`config.mk`:
```
export PLATFORM = sky130hd
export DESIGN_NAME = stamofu_launch_arbiter_flat
export DESIGN_NICKNAME = d
export VERILOG_FILES = /design/src/rtl/stamofu_launch_arbiter_if.sv /design/src/rtl/stamofu_launch_arbiter.sv /design/src/flat_wrapper.sv
export SDC_FILE = /design/constraint.sdc
export NUM_CORES = 1
export LEC_CHECK = 0
export ABC_AREA = 0
export CAP_MARGIN = 0
export CELL_PAD_IN_SITES_DETAIL_PLACEMENT = 0
export CELL_PAD_IN_SITES_GLOBAL_PLACEMENT = 1
export CORE_ASPECT_RATIO = 0.7
export CORE_MARGIN = 2
export CORE_UTILIZATION = 53
export CTS_BUF_LIST = sky130_fd_sc_hd__clkbuf_8 sky130_fd_sc_hd__clkbuf_16
export CTS_CLUSTER_DIAMETER = 50
export DETAILED_ROUTE_END_ITERATION = 7
export DONT_BUFFER_PORTS = 1
export GPL_TIMING_DRIVEN = 0
export HOLD_SLACK_MARGIN = 0.08
export PLACE_DENSITY_LB_ADDON = 0.1
export RECOVER_POWER = 25
export SYNTH_ARGS = -nofsm -noshare
export SYNTH_HDL_FRONTEND = slang
export SYNTH_SLANG_ARGS = --single-unit
```
`constraint.sdc`:
```
create_clock -name CLK -period 6.1 [get_ports CLK]
set_input_delay 1.22 -clock CLK [delete_from_list [all_inputs] [get_ports CLK]]
set_output_delay 1.22 -clock CLK [all_outputs]
set_load 0.005 [all_outputs]
```
`src/rtl/stamofu_launch_arbiter_if.sv`:
```
// Launch-arbiter handshake bundle: queue request masks/heads in, registered launch and done pulses out.
// Optional statistics signals exist only when STAMOFU_LAUNCH_ARB_STATS_EN is defined.
interface stamofu_launch_arbiter_if #(
    parameter int CQ_ENTRIES = 16,
    parameter int MQ_ENTRIES = 4
);
    localparam int CQ_W = $clog2(CQ_ENTRIES);
    localparam int MQ_W = $clog2(MQ_ENTRIES);

    logic [CQ_ENTRIES-1:0] cq_req_mask;
    logic [CQ_W-1:0]       cq_head;
    logic [MQ_ENTRIES-1:0] mq_req_mask;
    logic [MQ_W-1:0]       mq_head;

    logic                  launch_valid;
    logic                  launch_is_mq;
    logic [CQ_W-1:0]       launch_cq_index;
    logic [MQ_W-1:0]       launch_mq_index;
    logic                  launch_ack;

    logic                  cq_launch_done_valid;
    logic [CQ_W-1:0]       cq_launch_done_index;
    logic                  mq_launch_done_valid;
    logic [MQ_W-1:0]       mq_launch_done_index;

`ifdef STAMOFU_LAUNCH_ARB_STATS_EN
    logic [31:0]           stat_cq_grants;
    logic [31:0]           stat_mq_grants;
    logic [31:0]           stat_stall_cycles;
`endif

    // Arbiter side.
    modport slave (
`ifdef STAMOFU_LAUNCH_ARB_STATS_EN
        output stat_cq_grants, stat_mq_grants, stat_stall_cycles,
`endif
        input  cq_req_mask, cq_head, mq_req_mask, mq_head, launch_ack,
        output launch_valid, launch_is_mq, launch_cq_index, launch_mq_index,
        output cq_launch_done_valid, cq_launch_done_index,
        output mq_launch_done_valid, mq_launch_done_index
    );

    // Queue / pipeline side.
    modport master (
`ifdef STAMOFU_LAUNCH_ARB_STATS_EN
        input  stat_cq_grants, stat_mq_grants, stat_stall_cycles,
`endif
        output cq_req_mask, cq_head, mq_req_mask, mq_head, launch_ack,
        input  launch_valid, launch_is_mq, launch_cq_index, launch_mq_index,
        input  cq_launch_done_valid, cq_launch_done_index,
        input  mq_launch_done_valid, mq_launch_done_index
    );
endinterface

```
`src/rtl/stamofu_launch_arbiter.sv`:
```
// Oldest-first CQ/MQ launch arbiter for the store-AMO-fence REQ stage with MQ-starvation guard.
// Define STAMOFU_LAUNCH_ARB_STATS_EN to add saturating grant/stall statistics counters.
module stamofu_launch_arbiter #(
    parameter int CQ_ENTRIES   = 16,
    parameter int MQ_ENTRIES   = 4,
    parameter int STARVE_LIMIT = 4
) (
    input  logic                      CLK,
    input  logic                      nRST,
    stamofu_launch_arbiter_if.slave   bus
);
    localparam int CQ_W = $clog2(CQ_ENTRIES);
    localparam int MQ_W = $clog2(MQ_ENTRIES);
    localparam int SW   = $clog2(STARVE_LIMIT + 1);

    logic            launch_valid_q;
    logic            launch_is_mq_q;
    logic [CQ_W-1:0] cq_idx_q;
    logic [MQ_W-1:0] mq_idx_q;
    logic [SW-1:0]   starve_cnt_q;

    logic                  ack_fire;
    logic                  held_bit;
    logic                  held_killed;
    logic                  free;
    logic [CQ_ENTRIES-1:0] cq_ack_onehot;
    logic [MQ_ENTRIES-1:0] mq_ack_onehot;
    logic [CQ_ENTRIES-1:0] cq_avail;
    logic [MQ_ENTRIES-1:0] mq_avail;
    logic [CQ_ENTRIES-1:0] cq_rot;
    logic [MQ_ENTRIES-1:0] mq_rot;
    logic [CQ_W-1:0]       cq_off;
    logic [MQ_W-1:0]       mq_off;
    logic [CQ_W-1:0]       cq_sel;
    logic [MQ_W-1:0]       mq_sel;
    logic                  cq_any;
    logic                  mq_any;
    logic                  starved;
    logic                  pick_cq;

    assign ack_fire    = launch_valid_q & bus.launch_ack;
    assign held_bit    = launch_is_mq_q ? bus.mq_req_mask[mq_idx_q] : bus.cq_req_mask[cq_idx_q];
    // A held entry whose request vanished is dropped and the slot re-arbitrated in the same cycle.
    assign held_killed = launch_valid_q & ~bus.launch_ack & ~held_bit;
    assign free        = ~launch_valid_q | bus.launch_ack | held_killed;

    // The acked entry's bit is still set this cycle; hide it so it is not launched twice.
    assign cq_ack_onehot = (ack_fire && !launch_is_mq_q) ? (CQ_ENTRIES'(1) << cq_idx_q) : '0;
    assign mq_ack_onehot = (ack_fire &&  launch_is_mq_q) ? (MQ_ENTRIES'(1) << mq_idx_q) : '0;
    assign cq_avail      = bus.cq_req_mask & ~cq_ack_onehot;
    assign mq_avail      = bus.mq_req_mask & ~mq_ack_onehot;
    assign cq_any        = |cq_avail;
    assign mq_any        = |mq_avail;

    // Rotate so the head lands at bit 0; the lowest set bit is then the oldest request.
    assign cq_rot = CQ_ENTRIES'({cq_avail, cq_avail} >> bus.cq_head);
    assign mq_rot = MQ_ENTRIES'({mq_avail, mq_avail} >> bus.mq_head);

    // NOTE: every always_comb output gets a default first so no path leaves it unassigned (no latch).
    always_comb begin
        cq_off = '0;
        for (int i = CQ_ENTRIES - 1; i >= 0; i--) begin
            if (cq_rot[i]) cq_off = CQ_W'(i);
        end
    end

    always_comb begin
        mq_off = '0;
        for (int i = MQ_ENTRIES - 1; i >= 0; i--) begin
            if (mq_rot[i]) mq_off = MQ_W'(i);
        end
    end

    // Depths are powers of two, so the index add wraps modulo depth for free.
    assign cq_sel  = bus.cq_head + cq_off;
    assign mq_sel  = bus.mq_head + mq_off;

    assign starved = (starve_cnt_q == SW'(STARVE_LIMIT));
    assign pick_cq = cq_any && (!mq_any || starved);

    // NOTE: sequential state uses non-blocking assignments so every flop samples pre-edge values.
    always_ff @(posedge CLK or negedge nRST) begin
        if (!nRST) begin
            launch_valid_q <= 1'b0;
            launch_is_mq_q <= 1'b0;
            cq_idx_q       <= '0;
            mq_idx_q       <= '0;
            starve_cnt_q   <= '0;
        end else begin
            if (free) begin
                launch_valid_q <= cq_any | mq_any;
                if (pick_cq) begin
                    launch_is_mq_q <= 1'b0;
                    cq_idx_q       <= cq_sel;
                end else if (mq_any) begin
                    launch_is_mq_q <= 1'b1;
                    mq_idx_q       <= mq_sel;
                end
            end

            if (!cq_any || (free && pick_cq)) begin
                starve_cnt_q <= '0;
            end else if (free && mq_any && !starved) begin
                starve_cnt_q <= starve_cnt_q + SW'(1);
            end
        end
    end

    assign bus.launch_valid         = launch_valid_q;
    assign bus.launch_is_mq         = launch_is_mq_q;
    assign bus.launch_cq_index      = cq_idx_q;
    assign bus.launch_mq_index      = mq_idx_q;
    assign bus.cq_launch_done_valid = ack_fire & ~launch_is_mq_q;
    assign bus.cq_launch_done_index = cq_idx_q;
    assign bus.mq_launch_done_valid = ack_fire & launch_is_mq_q;
    assign bus.mq_launch_done_index = mq_idx_q;

`ifdef STAMOFU_LAUNCH_ARB_STATS_EN
    logic [31:0] stat_cq_q;
    logic [31:0] stat_mq_q;
    logic [31:0] stat_stall_q;

    always_ff @(posedge CLK or negedge nRST) begin
        if (!nRST) begin
            stat_cq_q    <= '0;
            stat_mq_q    <= '0;
            stat_stall_q <= '0;
        end else begin
            if (bus.cq_launch_done_valid && stat_cq_q != '1) stat_cq_q <= stat_cq_q + 32'd1;
            if (bus.mq_launch_done_valid && stat_mq_q != '1) stat_mq_q <= stat_mq_q + 32'd1;
            if (launch_valid_q && !bus.launch_ack && stat_stall_q != '1)
                stat_stall_q <= stat_stall_q + 32'd1;
        end
    end

    assign bus.stat_cq_grants    = stat_cq_q;
    assign bus.stat_mq_grants    = stat_mq_q;
    assign bus.stat_stall_cycles = stat_stall_q;
`endif
endmodule

```
`src/flat_wrapper.sv`:
```
// flat-port wrapper written by rule: the top's interface ports become plain ports
module stamofu_launch_arbiter_flat 
#(
    parameter int CQ_ENTRIES   = 16,
    parameter int MQ_ENTRIES   = 4,
    parameter int STARVE_LIMIT = 4
)
  (CLK, nRST, bus_cq_req_mask, bus_cq_head, bus_mq_req_mask, bus_mq_head, bus_launch_ack, bus_launch_valid, bus_launch_is_mq, bus_launch_cq_index, bus_launch_mq_index, bus_cq_launch_done_valid, bus_cq_launch_done_index, bus_mq_launch_done_valid, bus_mq_launch_done_index);
  stamofu_launch_arbiter_if #(.CQ_ENTRIES(CQ_ENTRIES), .MQ_ENTRIES(MQ_ENTRIES)) bus_i ();
  input  logic CLK;
  input  logic nRST;
  input wire logic [$bits(bus_i.cq_req_mask)-1:0] bus_cq_req_mask;
  input wire logic [$bits(bus_i.cq_head)-1:0] bus_cq_head;
  input wire logic [$bits(bus_i.mq_req_mask)-1:0] bus_mq_req_mask;
  input wire logic [$bits(bus_i.mq_head)-1:0] bus_mq_head;
  input wire logic [$bits(bus_i.launch_ack)-1:0] bus_launch_ack;
  output wire logic [$bits(bus_i.launch_valid)-1:0] bus_launch_valid;
  output wire logic [$bits(bus_i.launch_is_mq)-1:0] bus_launch_is_mq;
  output wire logic [$bits(bus_i.launch_cq_index)-1:0] bus_launch_cq_index;
  output wire logic [$bits(bus_i.launch_mq_index)-1:0] bus_launch_mq_index;
  output wire logic [$bits(bus_i.cq_launch_done_valid)-1:0] bus_cq_launch_done_valid;
  output wire logic [$bits(bus_i.cq_launch_done_index)-1:0] bus_cq_launch_done_index;
  output wire logic [$bits(bus_i.mq_launch_done_valid)-1:0] bus_mq_launch_done_valid;
  output wire logic [$bits(bus_i.mq_launch_done_index)-1:0] bus_mq_launch_done_index;
  assign bus_i.cq_req_mask = bus_cq_req_mask;
  assign bus_i.cq_head = bus_cq_head;
  assign bus_i.mq_req_mask = bus_mq_req_mask;
  assign bus_i.mq_head = bus_mq_head;
  assign bus_i.launch_ack = bus_launch_ack;
  assign bus_launch_valid = bus_i.launch_valid;
  assign bus_launch_is_mq = bus_i.launch_is_mq;
  assign bus_launch_cq_index = bus_i.launch_cq_index;
  assign bus_launch_mq_index = bus_i.launch_mq_index;
  assign bus_cq_launch_done_valid = bus_i.cq_launch_done_valid;
  assign bus_cq_launch_done_index = bus_i.cq_launch_done_index;
  assign bus_mq_launch_done_valid = bus_i.mq_launch_done_valid;
  assign bus_mq_launch_done_index = bus_i.mq_launch_done_index;
  stamofu_launch_arbiter #(.CQ_ENTRIES(CQ_ENTRIES), .MQ_ENTRIES(MQ_ENTRIES), .STARVE_LIMIT(STARVE_LIMIT)) u_core (.CLK(CLK), .nRST(nRST), .bus(bus_i));
endmodule
```
==> results.sh, run 1 <==
export IMPL_clock_skew_ps=3.79
export IMPL_ios=45
export IMPL_synth_cells=312
export IMPL_start_util_pct=55.3
export IMPL_yosysTopAreaCell="mux4_2"
export IMPL_cp_required_ps=6220
export IMPL_first_pass_iters=5
export IMPL_yosysSeqAreaShare_pct=10.4
export IMPL_cts_htree_levels=1
export IMPL_vias=2604
export IMPL_grt_ovfl_total=0
export IMPL_cp_start_kind="input port"
export IMPL_relSlewSlack_pct=55.1
export IMPL_leakagePower_nw=1.05
export IMPL_path_clk_slew_ps=50
export IMPL_avgSynthCellArea_um2=8.47
export IMPL_ctsHoldBuffers=0
export IMPL_ir_worst_vdd_uv=180
export IMPL_antenna_found_initial=0
export IMPL_status="complete, no violations"
export IMPL_synth_most_common_cell="mux2i_1"
export IMPL_gp_congestion=0.919
export IMPL_synth_enable_flop_cells=0
export IMPL_cts_tree="yes"
export IMPL_grt_usage_pct=28.1
export IMPL_cts_buffers=3
export IMPL_synth_common_cells="23 x mux2i_1, 20 x nand2_1, 20 x o21ai_0, 19 x nor2_1, 14 x mux4_2"
export IMPL_ant_nets=0
export IMPL_cts_sinks=11
export IMPL_drive_gt1_share_pct=19.6
export IMPL_die_width_um=88.4
export IMPL_port_buffers=0
export IMPL_rsz0062_at_grt="false"
export IMPL_ys_async_sr_fraction_pct=100
export IMPL_synthDominantCellAreaShare_pct=11.9
export IMPL_critPathMaxStageDelay_ps=520
export IMPL_syn_area_um2=2640
export IMPL_slew_viol_final=0
export IMPL_ys_types=67
export IMPL_die_area_um2=5580
export IMPL_critPathSlowestCell="buf_1"
export IMPL_synthFlopType="dfrtp_1"
export IMPL_core_area_um2=4780
export IMPL_postCtsSetupRepairBufs=0
export IMPL_end_kind="register"
export IMPL_wl_per_cell_um=19.2
export IMPL_max_cap_viol_count=0
export IMPL_dpl_hpwl_um=6120
export IMPL_grt_start_max_net_pins=12
export IMPL_rows=21
export IMPL_min_path_type="register to register"
export IMPL_tns_ps=0
export IMPL_synth_area_leaders="mux4_2 12%, dfrtp_1 10%, mux2i_1 8.7%"
export IMPL_die_y_um=63.1
export IMPL_ys_warn_count=0
export IMPL_ys_seq_elements=11
export IMPL_cts_resized=0
export IMPL_post_route_util_pct=58.0
export IMPL_insertion_delay_ps=240
export IMPL_area_growth_syn_to_layout_pct=4.97
export IMPL_via_per_inst=6.76
export IMPL_cts_buffer_depth=2
export IMPL_grt_pass1_vias=2397
export IMPL_power_density_nw_per_um2=292
export IMPL_drc=0
export IMPL_fillers=435
export IMPL_max_freq_mhz=221
export IMPL_crit_family="multiplexers"
export IMPL_hold_violations=0
export IMPL_worstSetupPathType="input port to register"
export IMPL_cp_arrival_ps=4650
export IMPL_n_antenna_cell=0
export IMPL_tightest_slew_ps=665
export IMPL_synth_fp_nets=348
export IMPL_seq_area_um2=275
export IMPL_grt_pass1_wl_um=12400
export IMPL_multiInputGateArea_um2=2140
export IMPL_drt_total_wl_um=7410
export IMPL_nNetsFinal=353
export IMPL_min_period_ps=4530
export IMPL_drt_iter0_drc=240
export IMPL_crit_buf_inv=3
export IMPL_crit_chain="clkbuf_1 -> buf_1 -> mux4_2 -> mux2i_1 -> nand3_1 -> a21oi_1 -> o21ai_1 -> o211ai_1 -> ha_1 -> inv_1 -> fa_1 -> xnor2_1 -> mux2_2"
export IMPL_crit_fanout=10
export IMPL_final_setup_viol_count=0
export IMPL_min_period_over_period_pct=74.2
export IMPL_cts_root_buf="clkbuf_8"
-- registers in the layout, indices dropped and copies added (netlist names) --
register                         count
u_core.bus.cq_launch_done_index      4
u_core.bus.launch_is_mq              1
u_core.bus.launch_mq_index           2
u_core.bus.launch_valid              1
u_core.starve_cnt_q                  3
-- cells by family after synthesis --
kind of cell / share of synthesized area, %
buffers and inverters: 8.47
AND/OR/NAND/NOR: 24.2
AO/OA/AOI/OAI: 24.2
flip-flops: 10.4
XOR/XNOR: 1.33
adder cells (fa/ha/maj): 3.60
multiplexers: 27.7
-- area by class of cell --
class	count	area share, %
plain buffers	27	6.45
clock inverters	1	0.135
multi-input cells	262	77.3
flip-flops and latches	11	9.92
clock buffers	3	1.49
inverters	12	1.62
well taps	69	3.11
-- worst paths after layout --
path	start	to	slack, ps	cells after the start
max in group asynchronous	nRST	u_core.bus.cq_launch_done_index[0]	5350	0
min in group asynchronous	nRST	u_core.starve_cnt_q[1]	670	0
min	u_core.starve_cnt_q[0]	u_core.starve_cnt_q[0]	530	1
min reg2reg	u_core.starve_cnt_q[0]	u_core.starve_cnt_q[0]	530	1
max reg2reg	u_core.bus.cq_launch_done_index[3]	u_core.bus.cq_launch_done_index[3]	2120	16
max	bus_cq_head[2]	u_core.bus.cq_launch_done_index[2]	1570	13
-- layer usage --
metal | up-vias | wire (um) | global-route usage [%]
met5 | - | 0 | 0
met4 | 0 | 11 | 1.70
li1 | 1236 | - | -
met2 | 140 | 2890 | 36.7
met3 | 2 | 834 | 8.39
met1 | 1226 | 3670 | 46.6
-- through the flow --
| stage | worst slack (ps) | cell area [um2] | cells | hold WS [ps] | total power, mW |
|---|---|---|---|---|---|
| 3_5_place_dp | 1360 | 2730 | 381 | 528 | 0.727 |
| 4_1_cts | 1600 | 2780 | 385 | 536 | 0.802 |
| 6_report | 1570 | 2780 | 385 | 533 | 0.810 |
| 2_1_floorplan | 1760 | 2640 | 312 | 485 | 0.609 |
| 3_3_place_gp | 1330 | 2730 | 381 | 525 | 0.727 |
| 5_1_grt | 1300 | 2780 | 385 | 592 | 0.886 |
-- cell usage in the layout (no fill, tap or decap), drive strengths merged, types with 10 or more instances in the layout --
master	n
a21oi	13
buf	20
clkbuf	10
dfrtp	11
inv	13
mux2	12
mux2i	23
mux4	16
nand2	20
nor2	19
nor3	12
o21ai	25
-- power by group --
part | switching (mW) | internal (mW)
Combinational | 0.324 | 0.255
Clock | 0.0278 | 0.0442
Sequential | 0.0526 | 0.106
Total | 0.405 | 0.406
Note: power is estimated with default switching activity, not from simulation.
==> run 2: changes to the inputs <==
--- a/config.mk
+++ b/config.mk
@@ -11,7 +11,7 @@
 export CELL_PAD_IN_SITES_GLOBAL_PLACEMENT = 1
 export CORE_ASPECT_RATIO = 0.7
 export CORE_MARGIN = 2
-export CORE_UTILIZATION = 53
+export CORE_UTILIZATION = 49
 export CTS_BUF_LIST = sky130_fd_sc_hd__clkbuf_8 sky130_fd_sc_hd__clkbuf_16
 export CTS_CLUSTER_DIAMETER = 50
 export DETAILED_ROUTE_END_ITERATION = 7
==> constraint.sdc (replaced) <==
create_clock -name CLK -period 4.38 [get_ports CLK]
set_input_delay 0.876 -clock CLK [delete_from_list [all_inputs] [get_ports CLK]]
set_output_delay 0.876 -clock CLK [all_outputs]
set_load 0.005 [all_outputs]
==> results.sh, run 2 (synthesis gave the netlist of run 1 again) <==
export IMPL_status="complete, no violations"
export IMPL_cts_buffer_depth=2
export IMPL_setup_slack_ps=188
export IMPL_slew_viol_final=0
export IMPL_via_per_inst=6.81
export IMPL_drive_gt1_share_pct=21.8
export IMPL_fin_cells=389
export IMPL_final_setup_viol_count=0
export IMPL_cp_start_kind="input port"
export IMPL_crit_chain="clkbuf_4 -> nand4b_2 -> buf_6 -> nor3_2 -> or3_2 -> mux4_2 -> buf_4 -> and2_1 -> o311ai_1 -> o21ai_1 -> a31oi_1 -> ha_1 -> a21o_1 -> a21oi_1 -> xnor2_1 -> nor2b_1 -> o2111ai_1 -> o211ai_2"
export IMPL_die_width_um=91.8
export IMPL_max_freq_mhz=239
export IMPL_die_area_um2=6010
export IMPL_grt_ovfl_total=0
export IMPL_insertion_delay_ps=230
export IMPL_dp_cells=384
export IMPL_gp_congestion=0.951
export IMPL_layout_commonest_cell="mux2i_1"
export IMPL_grt_usage_pct=27.3
export IMPL_largest_register_ffs=4
export IMPL_start_util_pct=50.6
export IMPL_vias=2650
export IMPL_critPathSlowestCell="mux4_2"
export IMPL_min_period_over_period_pct=95.7
export IMPL_place_ws_ps=-145
export IMPL_critPathMaxStageDelay_ps=500
export IMPL_tightest_slew_ps=677
export IMPL_die_y_um=65.5
export IMPL_drt_iter0_drc=318
export IMPL_grt_pass1_wl_um=13000
export IMPL_drc=0
export IMPL_first_pass_iters=5
export IMPL_cts_root_buf="clkbuf_8"
export IMPL_max_cap_viol_count=0
export IMPL_relSlewSlack_pct=54.6
export IMPL_cts_tree="yes"
export IMPL_final_cell_mix="22 x mux2i_1, 20 x nand2_1, 20 x o21ai_0"
export IMPL_rrSetupSlack_ps=330
export IMPL_worstSetupPathType="input port to register"
export IMPL_clock_skew_ps=0.940
export IMPL_ir_worst_vdd_uv=306
export IMPL_rsz0062_at_grt="false"
export IMPL_cts_htree_levels=1
export IMPL_drt_total_wl_um=8080
export IMPL_hold_violations=0
export IMPL_rows=22
export IMPL_cp_required_ps=4490
export IMPL_nNetsFinal=354
export IMPL_leakagePower_nw=1.06
export IMPL_cp_startpoint="bus_launch_ack"
export IMPL_crit_fanout=10
export IMPL_end_kind="register"
export IMPL_min_period_ps=4190
export IMPL_power_density_nw_per_um2=409
export IMPL_dpl_hpwl_um=6490
export IMPL_wl_per_cell_um=20.8
export IMPL_cp_arrival_ps=4300
export IMPL_grt_start_max_net_pins=12
export IMPL_area_growth_syn_to_layout_pct=6.29
export IMPL_rr_startpoint="u_core.bus.cq_launch_done_index[2]"
export IMPL_ios=45
export IMPL_min_path_type="input port to async pin"
export IMPL_grt_pass1_vias=2441
export IMPL_cts_sinks=11
export IMPL_n_antenna_cell=0
export IMPL_path_clk_slew_ps=50
export IMPL_ant_nets=0
export IMPL_ctsHoldBuffers=0
export IMPL_core_area_um2=5230
export IMPL_cts_buffers=3
export IMPL_antenna_found_initial=0
export IMPL_port_buffers=0
-- run 2: path summary, 6_finish.rpt --
path | endpoint | cells after the start
setup / recovery | u_core.bus.cq_launch_done_index[3] | 18
hold / removal | u_core.starve_cnt_q[2] | 0
setup reg to reg | u_core.bus.cq_launch_done_index[3] | 17
hold reg to reg | u_core.starve_cnt_q[0] | 1
max in group asynchronous | u_core.bus.cq_launch_done_index[3] | 0
min in group CLK | u_core.starve_cnt_q[0] | 1
-- run 2: routing by layer --
metal,part of all wire (%),wire (um),GRT usage [%],up-vias
li1,-,-,-,1237
met1,49,3940,44.9,1269
met2,39,3150,36.3,138
met3,12,967,5.50,6
met4,0.31,25,4.48,0
met5,0,0,0,-
-- run 2: worst max-delay path, delay by kind of cell --
kind | cells | cell delay (ps)
AO/OA/AOI/OAI | 7 | 1090
AND/OR/NAND/NOR | 5 | 890
buffers and inverters | 3 | 510
multiplexers | 1 | 500
adder cells (fa/ha/maj) | 1 | 250
XOR/XNOR | 1 | 170
-- run 2: what timing repair did --
action | in CTS | in global routing
setup buffers | 0 | 1
resized for setup | 0 | 8
endpoints found under the setup margin | 0 | 2
-- run 2: area by class of cell --
type / instances / area [um2]
multi-input cells: 262 / 2160
fillers: 509 / 2420
inverters: 12 / 45.0
repair buffers: 1 / 7.51
plain buffers: 27 / 184
clock inverters: 1 / 3.75
clock buffers: 3 / 41.3
well taps: 72 / 90.1
flip-flops and latches: 11 / 275
-- run 2: metrics by stage --
step                      utilization, %  power [mW]  setup TNS, ps  hold slack, ps  instance area [um2]
after floorplan                        -       0.848              0             485                 2640
after global placement              52.3        1.03           -107             520                 2730
after detailed placement            52.3        1.03           -247             520                 2730
after CTS                           53.1        1.13              0             327                 2780
after global routing                53.7        1.24              0             323                 2810
final                               53.7        1.15              0             334                 2810
-- run 2: power breakdown --
group | internal [mW] | total, mW | leakage [nW] | switching (mW)
combinational | 0.358 | 0.823 | 0.905 | 0.465
sequential | 0.148 | 0.230 | 0.126 | 0.0819
clock | 0.0613 | 0.0973 | 0.0269 | 0.0360
total | 0.567 | 1.15 | 1.06 | 0.583
